## src/rtl/posit_to_float_arb.sv

```systemverilog
// posit_to_float_arb: round-robin arbiter sharing one two-stage posit-to-float pipeline
// Optional per-requester accept and stall counters: define POSIT_TO_FLOAT_ARB_STATS_EN.

// posit_to_fir: decode a posit into sign, special flags, scale and left-aligned fraction
module posit_to_fir #(
   parameter int N  = 16,
   parameter int ES = 1,
   parameter int SW = $clog2(N) + ES + 2
) (
   input  logic                 [N-1:0]    p,
   output logic                            sign,
   output logic                            zero,
   output logic                            nar,
   output logic signed          [SW-1:0]   scale,
   output logic                 [N-2-ES:0] frac
);
   localparam int RW = $clog2(N) + 1;
   logic [N-2:0] body, rem;
   logic [RW-1:0] run;
   logic stop;
   logic signed [SW-1:0] k;
   // regime run length, exponent and fraction extraction on the magnitude
   always_comb begin
      body = p[N-1] ? -p[N-2:0] : p[N-2:0];
      run = '0;
      stop = 1'b0;
      for (int i = N-2; i >= 0; i--)
         if (!stop && body[i] == body[N-2]) run = run + 1'b1;
         else stop = 1'b1;
      k = body[N-2] ? SW'(run) - SW'(1) : -SW'(run);
      rem = body << (run + 1'b1);
      scale = (k <<< ES) + SW'(rem[N-2 -: ES]);
   end
   assign frac = rem[N-2-ES:0];
   assign sign = p[N-1];
   assign zero = p == '0;
   assign nar  = p == {1'b1, {(N-1){1'b0}}};
endmodule

// fir_to_float: pack sign/scale/fraction into IEEE bits, round-to-nearest-even, flush underflow
module fir_to_float #(
   parameter int N     = 16,
   parameter int ES    = 1,
   parameter int FSIZE = 32,
   parameter int SW    = $clog2(N) + ES + 2
) (
   input  logic                        sign,
   input  logic                        zero,
   input  logic                        nar,
   input  logic signed [SW-1:0]        scale,
   input  logic        [N-2-ES:0]      frac,
   output logic        [FSIZE-1:0]     f
);
   localparam int EW   = FSIZE == 16 ? 5 : FSIZE == 32 ? 8 : 11;
   localparam int MW   = FSIZE - 1 - EW;
   localparam int BIAS = 2**(EW-1) - 1;
   localparam int EMAX = 2**EW - 1;
   localparam int XW   = N - 1 - ES + MW + 2;
   localparam int EBW  = SW + EW + 2;
   logic [XW-1:0] x;
   logic [MW-1:0] mant, m;
   logic rup, carry;
   logic signed [EBW-1:0] be;
   // mantissa rounding, exponent biasing and special-case selection
   always_comb begin
      x = {frac, {(MW+2){1'b0}}};
      mant = x[XW-1 -: MW];
      rup = x[XW-1-MW] & ((|x[XW-2-MW:0]) | mant[0]);
      {carry, m} = {1'b0, mant} + (MW+1)'(rup);
      be = EBW'(scale) + EBW'(BIAS) + EBW'(carry);
      f = nar ? {1'b0, {EW{1'b1}}, 1'b1, {(MW-1){1'b0}}} :
          zero ? '0 :
          int'(be) >= EMAX ? {sign, {EW{1'b1}}, {MW{1'b0}}} :
          int'(be) <= 0 ? {sign, {(FSIZE-1){1'b0}}} :
          {sign, be[EW-1:0], m};
   end
endmodule

// posit_to_float: combinational posit to IEEE float conversion
module posit_to_float #(
   parameter int N     = 16,
   parameter int ES    = 1,
   parameter int FSIZE = 32
) (
   input  logic [N-1:0]     posit,
   output logic [FSIZE-1:0] f
);
   localparam int SW = $clog2(N) + ES + 2;
   logic sign, zero, nar;
   logic signed [SW-1:0] scale;
   logic [N-2-ES:0] frac;
   posit_to_fir #(.N(N), .ES(ES), .SW(SW)) u_fir (
      .p(posit), .sign(sign), .zero(zero), .nar(nar), .scale(scale), .frac(frac)
   );
   fir_to_float #(.N(N), .ES(ES), .FSIZE(FSIZE), .SW(SW)) u_flt (
      .sign(sign), .zero(zero), .nar(nar), .scale(scale), .frac(frac), .f(f)
   );
endmodule

// posit_to_float_arb: arbitration, handshakes and the A/B pipeline registers
module posit_to_float_arb #(
   parameter int N       = 16,
   parameter int ES      = 1,
   parameter int FSIZE   = 32,
   parameter int NUM_REQ = 2,
   parameter int IDW     = $clog2(NUM_REQ)
) (
   input  logic                   clk,
   input  logic                   rst_n,
   input  logic [NUM_REQ-1:0]     req_valid,
   input  logic [NUM_REQ*N-1:0]   req_posit,
   output logic [NUM_REQ-1:0]     req_ready,
   output logic                   rsp_valid,
   output logic [FSIZE-1:0]       rsp_float,
   output logic [IDW-1:0]         rsp_id,
   input  logic                   rsp_ready,
   output logic                   busy
`ifdef POSIT_TO_FLOAT_ARB_STATS_EN
   ,
   output logic [NUM_REQ*16-1:0]  stat_accept,
   output logic [15:0]            stat_stall
`endif
);
   logic valid_a, valid_b, pop, b_free, a_free, any, accept;
   logic [N-1:0] posit_a;
   logic [IDW-1:0] id_a, id_b, ptr, grant, nxt;
   logic [FSIZE-1:0] float_b, conv;
   logic [NUM_REQ-1:0] rot;
   logic [IDW:0] off, sum;

   assign pop    = valid_b & rsp_ready;
   assign b_free = ~valid_b | pop;
   assign a_free = ~valid_a | b_free;

   // rotate requests so ptr sits at bit 0, pick the lowest set bit, rotate back
   always_comb begin
      rot = NUM_REQ'({req_valid, req_valid} >> ptr);
      off = '0;
      any = 1'b0;
      for (int j = NUM_REQ-1; j >= 0; j--)
         if (rot[j]) begin
            off = (IDW+1)'(j);
            any = 1'b1;
         end
      sum = {1'b0, ptr} + off;
      grant = sum >= (IDW+1)'(NUM_REQ) ? IDW'(sum - (IDW+1)'(NUM_REQ)) : IDW'(sum);
      nxt = grant == IDW'(NUM_REQ-1) ? '0 : grant + 1'b1;
      req_ready = (any & rst_n & a_free) ? NUM_REQ'(1) << grant : '0;
   end

   assign accept = |(req_valid & req_ready);

   posit_to_float #(.N(N), .ES(ES), .FSIZE(FSIZE)) u_conv (.posit(posit_a), .f(conv));

   // pipeline advance: B pops/refills from A, A refills from the granted requester
   always_ff @(posedge clk or negedge rst_n) begin
      if (!rst_n) begin
         valid_a <= 1'b0;
         valid_b <= 1'b0;
         posit_a <= '0;
         id_a    <= '0;
         id_b    <= '0;
         float_b <= '0;
         ptr     <= '0;
      end else begin
         if (b_free) begin
            valid_b <= valid_a;
            if (valid_a) begin
               float_b <= conv;
               id_b    <= id_a;
            end
         end
         if (a_free) begin
            valid_a <= accept;
            if (accept) begin
               posit_a <= req_posit[grant*N +: N];
               id_a    <= grant;
               ptr     <= nxt;
            end
         end
      end
   end

   assign rsp_valid = valid_b;
   assign rsp_float = float_b;
   assign rsp_id    = id_b;
   assign busy      = valid_a | valid_b;

`ifdef POSIT_TO_FLOAT_ARB_STATS_EN
   logic [15:0] acc_cnt [NUM_REQ];
   logic [15:0] stall_cnt;
   // saturating per-requester accept counters and output stall counter
   always_ff @(posedge clk or negedge rst_n) begin
      if (!rst_n) begin
         for (int i = 0; i < NUM_REQ; i++) acc_cnt[i] <= '0;
         stall_cnt <= '0;
      end else begin
         for (int i = 0; i < NUM_REQ; i++)
            if (accept && grant == IDW'(i) && acc_cnt[i] != 16'hFFFF) acc_cnt[i] <= acc_cnt[i] + 1'b1;
         if (valid_b && !rsp_ready && stall_cnt != 16'hFFFF) stall_cnt <= stall_cnt + 1'b1;
      end
   end
   for (genvar g = 0; g < NUM_REQ; g++) begin : g_stat
      assign stat_accept[g*16 +: 16] = acc_cnt[g];
   end
   assign stat_stall = stall_cnt;
`endif
endmodule

```

## config.mk

```make
export PLATFORM = sky130hd
export DESIGN_NAME = posit_to_float_arb
export DESIGN_NICKNAME = d
export VERILOG_FILES = /design/src/rtl/posit_to_float_arb.sv
export SDC_FILE = /design/constraint.sdc
export NUM_CORES = 1
export LEC_CHECK = 0
export ABC_AREA = 1
export CAP_MARGIN = 30
export CORE_AREA = 2 2 96 98
export CTS_BUF_LIST = sky130_fd_sc_hd__clkbuf_4 sky130_fd_sc_hd__clkbuf_8
export CTS_CLUSTER_SIZE = 20
export DETAILED_ROUTE_END_ITERATION = 16
export DIE_AREA = 0 0 98 100
export PLACE_DENSITY_LB_ADDON = 0.3
export SLEW_MARGIN = 20
export SYNTH_ARGS = -nofsm -noshare
export SYNTH_HDL_FRONTEND = slang
export SYNTH_SLANG_ARGS = --single-unit
```

## constraint.sdc

```tcl
create_clock -name clk -period 9.38 [get_ports clk]
set_input_delay 0.938 -clock clk [delete_from_list [all_inputs] [get_ports clk]]
set_output_delay 0.938 -clock clk [all_outputs]
set_load 0.01 [all_outputs]
```

## After elaboration in Yosys (flattened, before gate mapping)

Cells that the tools add are included.

| word-level totals | value |
|---|---|
| input port bits | 37 |
| word-level logic and storage cells | 129 |
| register bits | 53 |
| output and inout port bits | 37 |

| operators by class | value |
|---|---|
| shift operators | 4 |
| add/sub/neg operators | 22 |
| order comparisons | 3 |
| eq/ne operators | 15 |
| bitwise logic cells | 9 |
| mux-type cells | 40 |
| reductions and logical operators | 29 |

Operators by type and width:

| operator | count |
|---|---|
| $add 5x1->5 const B | 13 |
| $mux 5 | 13 |
| $mux 32 | 2 |
| $mux 31 | 2 |
| $shiftx 32x6->16 | 1 |
| $mux 1 | 19 |
| $eq 16x16->1 const B | 1 |
| $logic_not 16->1 | 1 |
| $mux 15 | 1 |
| $neg 15->15 | 1 |
| $shl 15x5->15 | 1 |
| $eq 1x1->1 | 14 |
| $logic_and 1x1->1 | 13 |
| $logic_not 1->1 | 12 |
| $add 7x8->9 const B | 1 |
| $ge 9x9->1 const B | 1 |
| $le 9x1->1 const B | 1 |
| $add 7x1->7 | 1 |
| $mux 6 | 1 |
| $neg 5->6 | 1 |
| $sub 5x1->6 const B | 1 |
| $mux 2 | 2 |
| $reduce_and 2->1 | 2 |
| $shr 4x1->2 | 1 |
| 11 further kinds | 16 |

## Longest topological paths before layout

Gate-level depths: netlist (run 1).

| depth | value |
|---|---|
| depth after elaboration | 50 |
| depth in mapped cells | 57 |
| mapped depth without buffers | 57 |

## Modules after synthesis

From an unflattened synthesis (run 1), not the netlist that was laid out.

| second synthesis, totals | value |
|---|---|
| cells, all modules | 883 |
| area, all modules | 5,595.4 um2 |

By module, submodules not included:

| module | cells an instance | times used | area each (um2) |
|---|---|---|---|
| posit_to_fir | 510 | 1 | 2,802.7 |
| posit_to_float_arb | 288 | 1 | 2,369.8 |
| fir_to_float | 85 | 1 | 422.9 |

## Worst setup path after synthesis (run 1)

Ideal clock, no wire load.

| timing | value |
|---|---|
| kind | flip-flop to flip-flop |
| start | register posit_a[0] |
| end | register float_b[29] (netlist: rsp_float[29]) |
| arrival | 7.253 ns |
| required time | 9.263 ns |
| period minus slack after synthesis | 7.371 ns |
| path buffers | 0 |
| path slack | 2.009 ns |
| stages on the path, launching flop included | 52 |
| path through | dfrtp_1 -> inv_2 -> ha_1 -> nand2_1 -> nor2_4 -> nand2_1 -> nand2_1 -> nand3_2 -> nand2_4 -> nand2_1 -> nand2_2 -> inv_2 -> nor2_8 -> nand2_1 -> o211ai_1 -> ha_1 -> inv_1 -> o21ai_0 -> [... 16 more ...] -> o211ai_1 -> nand2_1 -> ha_1 -> or2_2 -> nand2_1 -> ha_1 -> clkinv_1 -> mux2i_1 -> nand3_1 -> nand2_1 -> nand2_1 -> nand3_4 -> ha_1 -> nand3_1 -> nor2_1 -> nand3_1 -> nand3_1 -> nand2_1 |

| between the ends | value |
|---|---|
| longest elaborated chain between the ends | 50 |
| elaborated cells between the ends (all ways) | 96 |
| those cells by class | add/sub (19); order compare (2); eq/ne (15); shift (1); mux (33); reduce/logical (26) |

Ends and longest elaborated chain:

| element | RTL line | RTL |
|---|---|---|
| from (decl) | 125 | `logic [N-1:0] posit_a;` |
| from (signal assigned) | 176 | `posit_a <= req_posit[grant*N +: N];` |
| branches (longest 49 deep; another with $neg 15->15) | n/a |  |
| $mux 32 (*) | 71 | `f = nar ? {1'b0, {EW{1'b1}}, 1'b1, {(MW-1){1'b0}}} :` |
| to (signal assigned) | 169 | `float_b <= conv;` |
| to (decl) | 127 | `logic [FSIZE-1:0] float_b, conv;` |

Mark *: on every way between the ends.
A chain may end at the register's enable or synchronous reset.

## Worst setup path after layout (run 1)

Ends and elaborated chain as after synthesis.

==> flow_metrics.tcl, run 1 <==
set metrics [dict create \
    worstSetupPathType "reg -> reg" \
    clock-sinks 44 \
    die_x_um 98 \
    avgSynthCellArea_sq_um 6.31 \
    power_mw 1.88 \
    vias_per_cell 5.20 \
    layout_commonest_cell "nand2_1" \
    clkTransAtPathRegs_ps 100 \
    dpl_cell_area_sq_um 5360 \
    final_cell_mix "nand2_1, inv_1, nand3_1, clkdlybuf4s50_1, dfrtp_1" \
    fin_cells 916 \
    gr-max-usage-layer "met2" \
    dpl.cell_count 904 \
    grtUsageTotal_pct 23.9 \
    synth_cells 744 \
    core-area_sq_um 8890 \
    max_freq_ghz 0.117 \
    layout-drive-gt1-share_pct 13.7 \
    power_density_nw_per_um2 340 \
    die_area_sq_um 9800 \
    power.leakage_nw 2.84 \
    period_needed_ps 8550 \
    worst_path_most_repeated_cell "nand2_1" \
    finalHoldViolCount 0 \
    grt_pass1_wl_um 19700 \
    tritoncts "yes" \
    postSynth.asyncResetShare_pct 100 \
    insertion_delay_ps 310 \
    synth_ff_type "dfrtp_1" \
    ios 74 \
    io_buffers 64 \
    place.gp.congestion 0.917 \
    drc 0 \
    syn_area_sq_um 4700 \
    firstDrtPassIters 5 \
    synth_seq_cells 44 \
    vdd_drop_max_v 0.000157 \
    overflow 0 \
    cts_root_buf "clkbuf_8" \
    area_growth_pct 17.5 \
    crit_required_ps 9580 \
    setup_viol 0 \
    synth_cell_types 47 \
    critPathCaptureType "flip-flop" \
    row_count 35 \
    period_share_pct 91.1 \
    drt_iter0_markers 223 \
    hpwl_um 9280 \
    antennaDiodeCount 0 \
    finalSetupTns_ps 0 \
    status "finished clean" \
    start_util_pct 52.8 \
    relSlewSlack_pct 42.1 \
    final_util_pct 62.1 \
    path_max_fanout 18 \
    post_drt_wl_per_cell_um 12.4 \
    place_ws_ps 490 \
    num_vias 4765 \
    cp_slowest_stage_delay_ps 400 \
    finalInstanceArea_sq_um 5520 \
    hold_path_class "reg -> reg" \
    setup_ws_ps 831 \
    arrival_ps 8750 \
    htreeDepth 2 \
    tightest_slew_ps 867 \
    yosysWarnings 0 \
    whs_ps 493 \
    antenna_found_initial 0 \
    max_cap_viol_count 0 \
    grt_max_degree 46 \
    slowest_stage "dfrtp_1" \
    cts_buffers 5 \
    rsz0062_at_grt "no" \
    grt_use_met1_pct 31.4 \
    final_net_count 856 \
    grt_pass1_vias 4437 \
    grt_use_met3_pct 2.23 \
    dieHeight_um 100 \
    synth-edff-count 0 \
    routed_wl_um 11300 \
    ant_nets 0 \
    n_fill_cell 813 \
    use_met2_pct 42.0 \
    seq_area_frac_synth_pct 23.4 \
    drv_slew 0 \
    skew_ps 17.9 \
    start_kind "flip-flop" \
    cts.path.max_buffers 2 \
]
## cells in the mapped netlist, types with 2 or more instances
| cell | number | area share, % |
|---|---|---|
| nand3_2 | 10 | 2.1 |
| nand3_1 | 64 | 6.8 |
| nand2_4 | 9 | 2.2 |
| buf_4 | 13 | 2.1 |
| nor3_1 | 2 | 0.21 |
| a21oi_1 | 8 | 0.85 |
| o21ai_2 | 2 | 0.37 |
| nand4_1 | 8 | 1.1 |
| a22o_1 | 4 | 0.75 |
| buf_6 | 2 | 0.48 |
| o22ai_1 | 2 | 0.27 |
| or2_0 | 2 | 0.27 |
| nand2_2 | 30 | 4.0 |
| o21ai_1 | 10 | 1.1 |
| o31ai_2 | 4 | 1.1 |
| nand3b_1 | 2 | 0.32 |
| xor2_1 | 12 | 2.2 |
| nor2_4 | 5 | 1.2 |
| nand3_4 | 2 | 0.75 |
| nor2_1 | 41 | 3.3 |
| inv_2 | 15 | 1.2 |
| inv_1 | 85 | 6.8 |
| nor2_2 | 5 | 0.67 |
| nand2_1 | 255 | 20 |
| clkbuf_1 | 9 | 0.72 |
| o211ai_1 | 20 | 3.2 |
| dfrtp_1 | 44 | 23 |
| ha_1 | 15 | 4.0 |
| clkinv_1 | 3 | 0.24 |
| or2_2 | 6 | 0.80 |
| o21ai_0 | 39 | 4.2 |
## worst max-delay path: cells and delay by family (launching register included)
kind                     cells  cell delay [ps]
multiplexers                 1              270
AO/OA/AOI/OAI                6              930
AND/OR/NAND/NOR             30             3510
buffers and inverters        4              440
flip-flops                   1              400
adder cells (fa/ha/maj)     10             2880
## worst paths after layout
path,cells past startpoint,startpoint,slack [ps],endpoint
max in group asynchronous,2,rst_n,8290,posit_a[5]
hold / removal,2,rsp_float[21],490,rsp_float[21]
setup / recovery,51,posit_a[0],830,rsp_float[29]
hold reg to reg,2,rsp_float[21],490,rsp_float[21]
min in group asynchronous,2,rst_n,690,rsp_float[25]
setup reg to reg,51,posit_a[0],830,rsp_float[29]
## cell type report
class	count	area [sq um]	share of cell area, %
tap	111	139	2.52
sequential	44	1100	20.0
inverter	104	397	7.19
timing repair buffer	70	681	12.3
multi-input combinational	579	3080	55.8
clock buffer	6	82.6	1.50
clock inverter	2	38.8	0.703
## state kept, by name, indices dropped and copies added (netlist names)
register	flops
id_a	1
posit_a	16
ptr	1
rsp_float	23
rsp_id	1
rsp_valid	1
valid_a	1
## kinds of logic after synthesis
logic type | count (synthesis) | share of synthesized area [%]
DFF | 44 | 23.4
AOI/OAI and AO/OA | 95 | 12.7
xor gates and xnor gates | 13 | 2.58
adders and majority gates | 16 | 4.21
and+or+nand+nor | 445 | 45.0
buffers and inverters | 129 | 11.8
other | 1 | 0.0799
muxes | 1 | 0.213
## repair_timing
item / 4_1_cts / 5_1_grt
hold buffers: 0 / 0
resized for setup: 0 / 4
buffers inserted: 0 / 4
endpoints found under the hold margin: 0 / 0
endpoints found under the setup margin: 0 / 4
## power breakdown
group	switching, mW	internal (mW)	leakage [nW]
Sequential	0.0483	0.257	0.548
Combinational	0.888	0.528	2.23
Clock	0.0695	0.0872	0.0614
## layer usage
layer	vias up	routed length, um	part of all wire (%)
li1	2473	-	-
met1	2188	5250	46
met2	91	5550	49
met3	13	345	3.0
met4	0	193	1.7
met5	-	0	0
(Power assumes the default switching activity.)
==> run 2, diff against run 1 <==
--- a/config.mk
+++ b/config.mk
@@ -6,7 +6,7 @@
 export NUM_CORES = 1
 export LEC_CHECK = 0
 export ABC_AREA = 1
-export CAP_MARGIN = 30
+export CAP_MARGIN = 20
 export CORE_AREA = 2 2 96 98
 export CTS_BUF_LIST = sky130_fd_sc_hd__clkbuf_4 sky130_fd_sc_hd__clkbuf_8
 export CTS_CLUSTER_SIZE = 20
==> results of run 2 <==
No change in the layout: final DEF, timing and power equal those of run 1.
==> run 3, diff against run 2 <==
--- a/config.mk
+++ b/config.mk
@@ -7,13 +7,14 @@
 export LEC_CHECK = 0
 export ABC_AREA = 1
 export CAP_MARGIN = 20
-export CORE_AREA = 2 2 96 98
+export CORE_AREA = 2 2 104 106
 export CTS_BUF_LIST = sky130_fd_sc_hd__clkbuf_4 sky130_fd_sc_hd__clkbuf_8
 export CTS_CLUSTER_SIZE = 20
 export DETAILED_ROUTE_END_ITERATION = 16
-export DIE_AREA = 0 0 98 100
+export DIE_AREA = 0 0 106 108
 export PLACE_DENSITY_LB_ADDON = 0.3
 export SLEW_MARGIN = 20
 export SYNTH_ARGS = -nofsm -noshare
 export SYNTH_HDL_FRONTEND = slang
+export SYNTH_HIERARCHICAL = 1
 export SYNTH_SLANG_ARGS = --single-unit
==> run 3 against run 2 <==
Against the previous run: sequential power up 16%; clock-buffer cell count down 1; sequential cell count up 9; final area up 19%; clock power about the same; area after synthesis up 19%; synthesized cell count up 19%; core utilization up 2.3 points; clock skew down 5.9 ps; critical endpoint is now rsp_float[27].
==> flow_metrics.tcl, run 3 <==
set metrics [dict create \
    status "finished clean" \
    grtUsageTotal_pct 21.8 \
    tritoncts "yes" \
    min_path_cells 2 \
    hold_path_class "reg -> reg" \
    path_delay_family "simple AND/OR/NAND/NOR gates" \
    drv_slew 0 \
    period_share_pct 92.3 \
    firstDrtPassIters 6 \
    relSlewSlack_pct 55.7 \
    vias_per_cell 4.91 \
    place.gp.congestion 0.934 \
    grt_pass1_wl_um 21300 \
    critPathCaptureType "flip-flop" \
    core-area_sq_um 10200 \
    final_util_pct 64.4 \
    whs_ps 479 \
    vdd_drop_max_v 0.000198 \
    yosysWarnings 6 \
    die_area_sq_um 11400 \
    synth_cell_types 48 \
    finalHoldViolCount 0 \
    row_count 37 \
    worst_path_most_repeated_cell "nand2_1" \
    num_vias 5314 \
    max_freq_ghz 0.116 \
    cts.path.max_buffers 2 \
    synth-edff-count 0 \
    grt_pass1_vias 5058 \
    tightest_slew_ps 665 \
    cts_root_buf "clkbuf_8" \
    antennaDiodeCount 0 \
    arrival_ps 8860 \
    drt_iter0_markers 332 \
    power_density_nw_per_um2 411 \
    cp_slowest_stage_delay_ps 440 \
    power.leakage_nw 3.44 \
    skew_ps 12.0 \
    postCtsHoldBufs 0 \
    path_buf_inv 11 \
    synth_ff_type "dfrtp_1" \
    area_growth_pct 17.7 \
    ff2ff_path_depth 61 \
    hpwl_um 8970 \
    max_cap_viol_count 0 \
    antenna_found_initial 0 \
    cts_buffers 5 \
    clock-sinks 53 \
    netlist.area_leader.share_pct 24.0 \
    seq_area_frac_synth_pct 23.7 \
    period_needed_ps 8650 \
    path_max_fanout 15 \
    clkTransAtPathRegs_ps 100 \
    drc 0 \
    fin_cells 1082 \
    synth.most_common_cell "nand2_1" \
    dpl.cell_count 1065 \
    synth_common_cells "nand2_1, nand3_1, inv_1" \
    start_util_pct 54.7 \
    synth_seq_cells 53 \
    routed_wl_um 12000 \
    htreeDepth 2 \
    grt_max_degree 55 \
    dpl_cell_area_sq_um 6290 \
    io_buffers 73 \
    start_kind "flip-flop" \
    finalInstanceArea_sq_um 6590 \
    ios 74 \
    final_cell_mix "nand2_1, nand3_1, inv_1, clkdlybuf4s50_1, dfrtp_1" \
    insertion_delay_ps 310 \
    overflow 0 \
    postSynth.asyncResetShare_pct 100 \
    worstSetupPathType "reg -> reg" \
    avgSynthCellArea_sq_um 6.34 \
    dieHeight_um 108 \
    synth_cells 883 \
    die_x_um 106 \
    slowest_stage "dfrtp_1" \
    ant_nets 0 \
    layout-drive-gt1-share_pct 16.0 \
    syn_area_sq_um 5600 \
    largest_register_ff_count 32 \
    layout_commonest_cell "nand2_1" \
    post_drt_wl_per_cell_um 11.1 \
    synth.area.top_cells "nand2_1, dfrtp_1, nand3_1" \
    crit_required_ps 9590 \
    final_net_count 995 \
    setup_viol 0 \
    synth_area_leader_cell "nand2_1" \
    cp.depth 61 \
]
run 3: metrics by stage:
stage	setup WS, ps	TNS, ps	total power, mW
after floorplan	924	0	2.04
after global placement	658	0	2.42
after detailed placement	441	0	2.43
after CTS	417	0	2.61
after global routing	-46.5	-57.7	3.06
final	726	0	2.70
run 3: routing by layer:
metal,global-route usage (%),wire [um],up-vias
met2,38.2,5540,97
met3,3.13,431,4
met1,28.5,5950,2324
met5,0,0,-
met4,5.26,58,0
li1,-,-,2889
run 3: area by class of cell:
| cell class | count | area, sq um |
|---|---|---|
| Inverter | 94 | 355 |
| Sequential cell | 53 | 1330 |
| Clock buffer | 5 | 68.8 |
| Clock inverter | 3 | 43.8 |
| Fill cell | 987 | 3650 |
| Multi-Input combinational cell | 703 | 3770 |
| Tap cell | 136 | 170 |
| Timing Repair Buffer | 88 | 846 |
run 3: where the power goes:
part	total [mW]	internal, mW	switching [mW]
sequential	0.354	0.304	0.0502
clock	0.157	0.0801	0.0773
combinational	2.19	0.843	1.35
run 3: worst min-delay path, stage by stage (launching register included):
cell and delay (ps):
dfrtp_1 360, nand2_1 50, nand2_1 40
run 3: path summary, 6_finish.rpt:
check	startpoint	endpoint	slack, ps
hold reg to reg	rsp_float[1]	rsp_float[1]	480
min in group asynchronous	rst_n	rsp_float[2]	720
max in group asynchronous	rst_n	posit_a[8]	8150
setup reg to reg	posit_a[12]	rsp_float[27]	730
hold / removal	rsp_float[1]	rsp_float[1]	480
setup / recovery	posit_a[12]	rsp_float[27]	730
run 3: logic make-up (layout without fill, tap and decap cells):
group,Yosys count,after routing,share of synthesized area (%)
adder cells (fa/ha/maj),13,13,2.91
flip-flops,53,53,23.7
XOR/XNOR,16,16,2.97
AO/OA/AOI/OAI,58,58,6.28
multiplexers,1,1,0.179
other,1,9,0.0670
buffers and inverters,135,190,11.4
AND/OR/NAND/NOR,606,606,52.4
run 3: repair_timing:
item,in CTS,in global routing
setup buffers,0,9
gates resized for setup,0,23
endpoints found under the setup margin,0,7
endpoints found under the hold margin,0,0
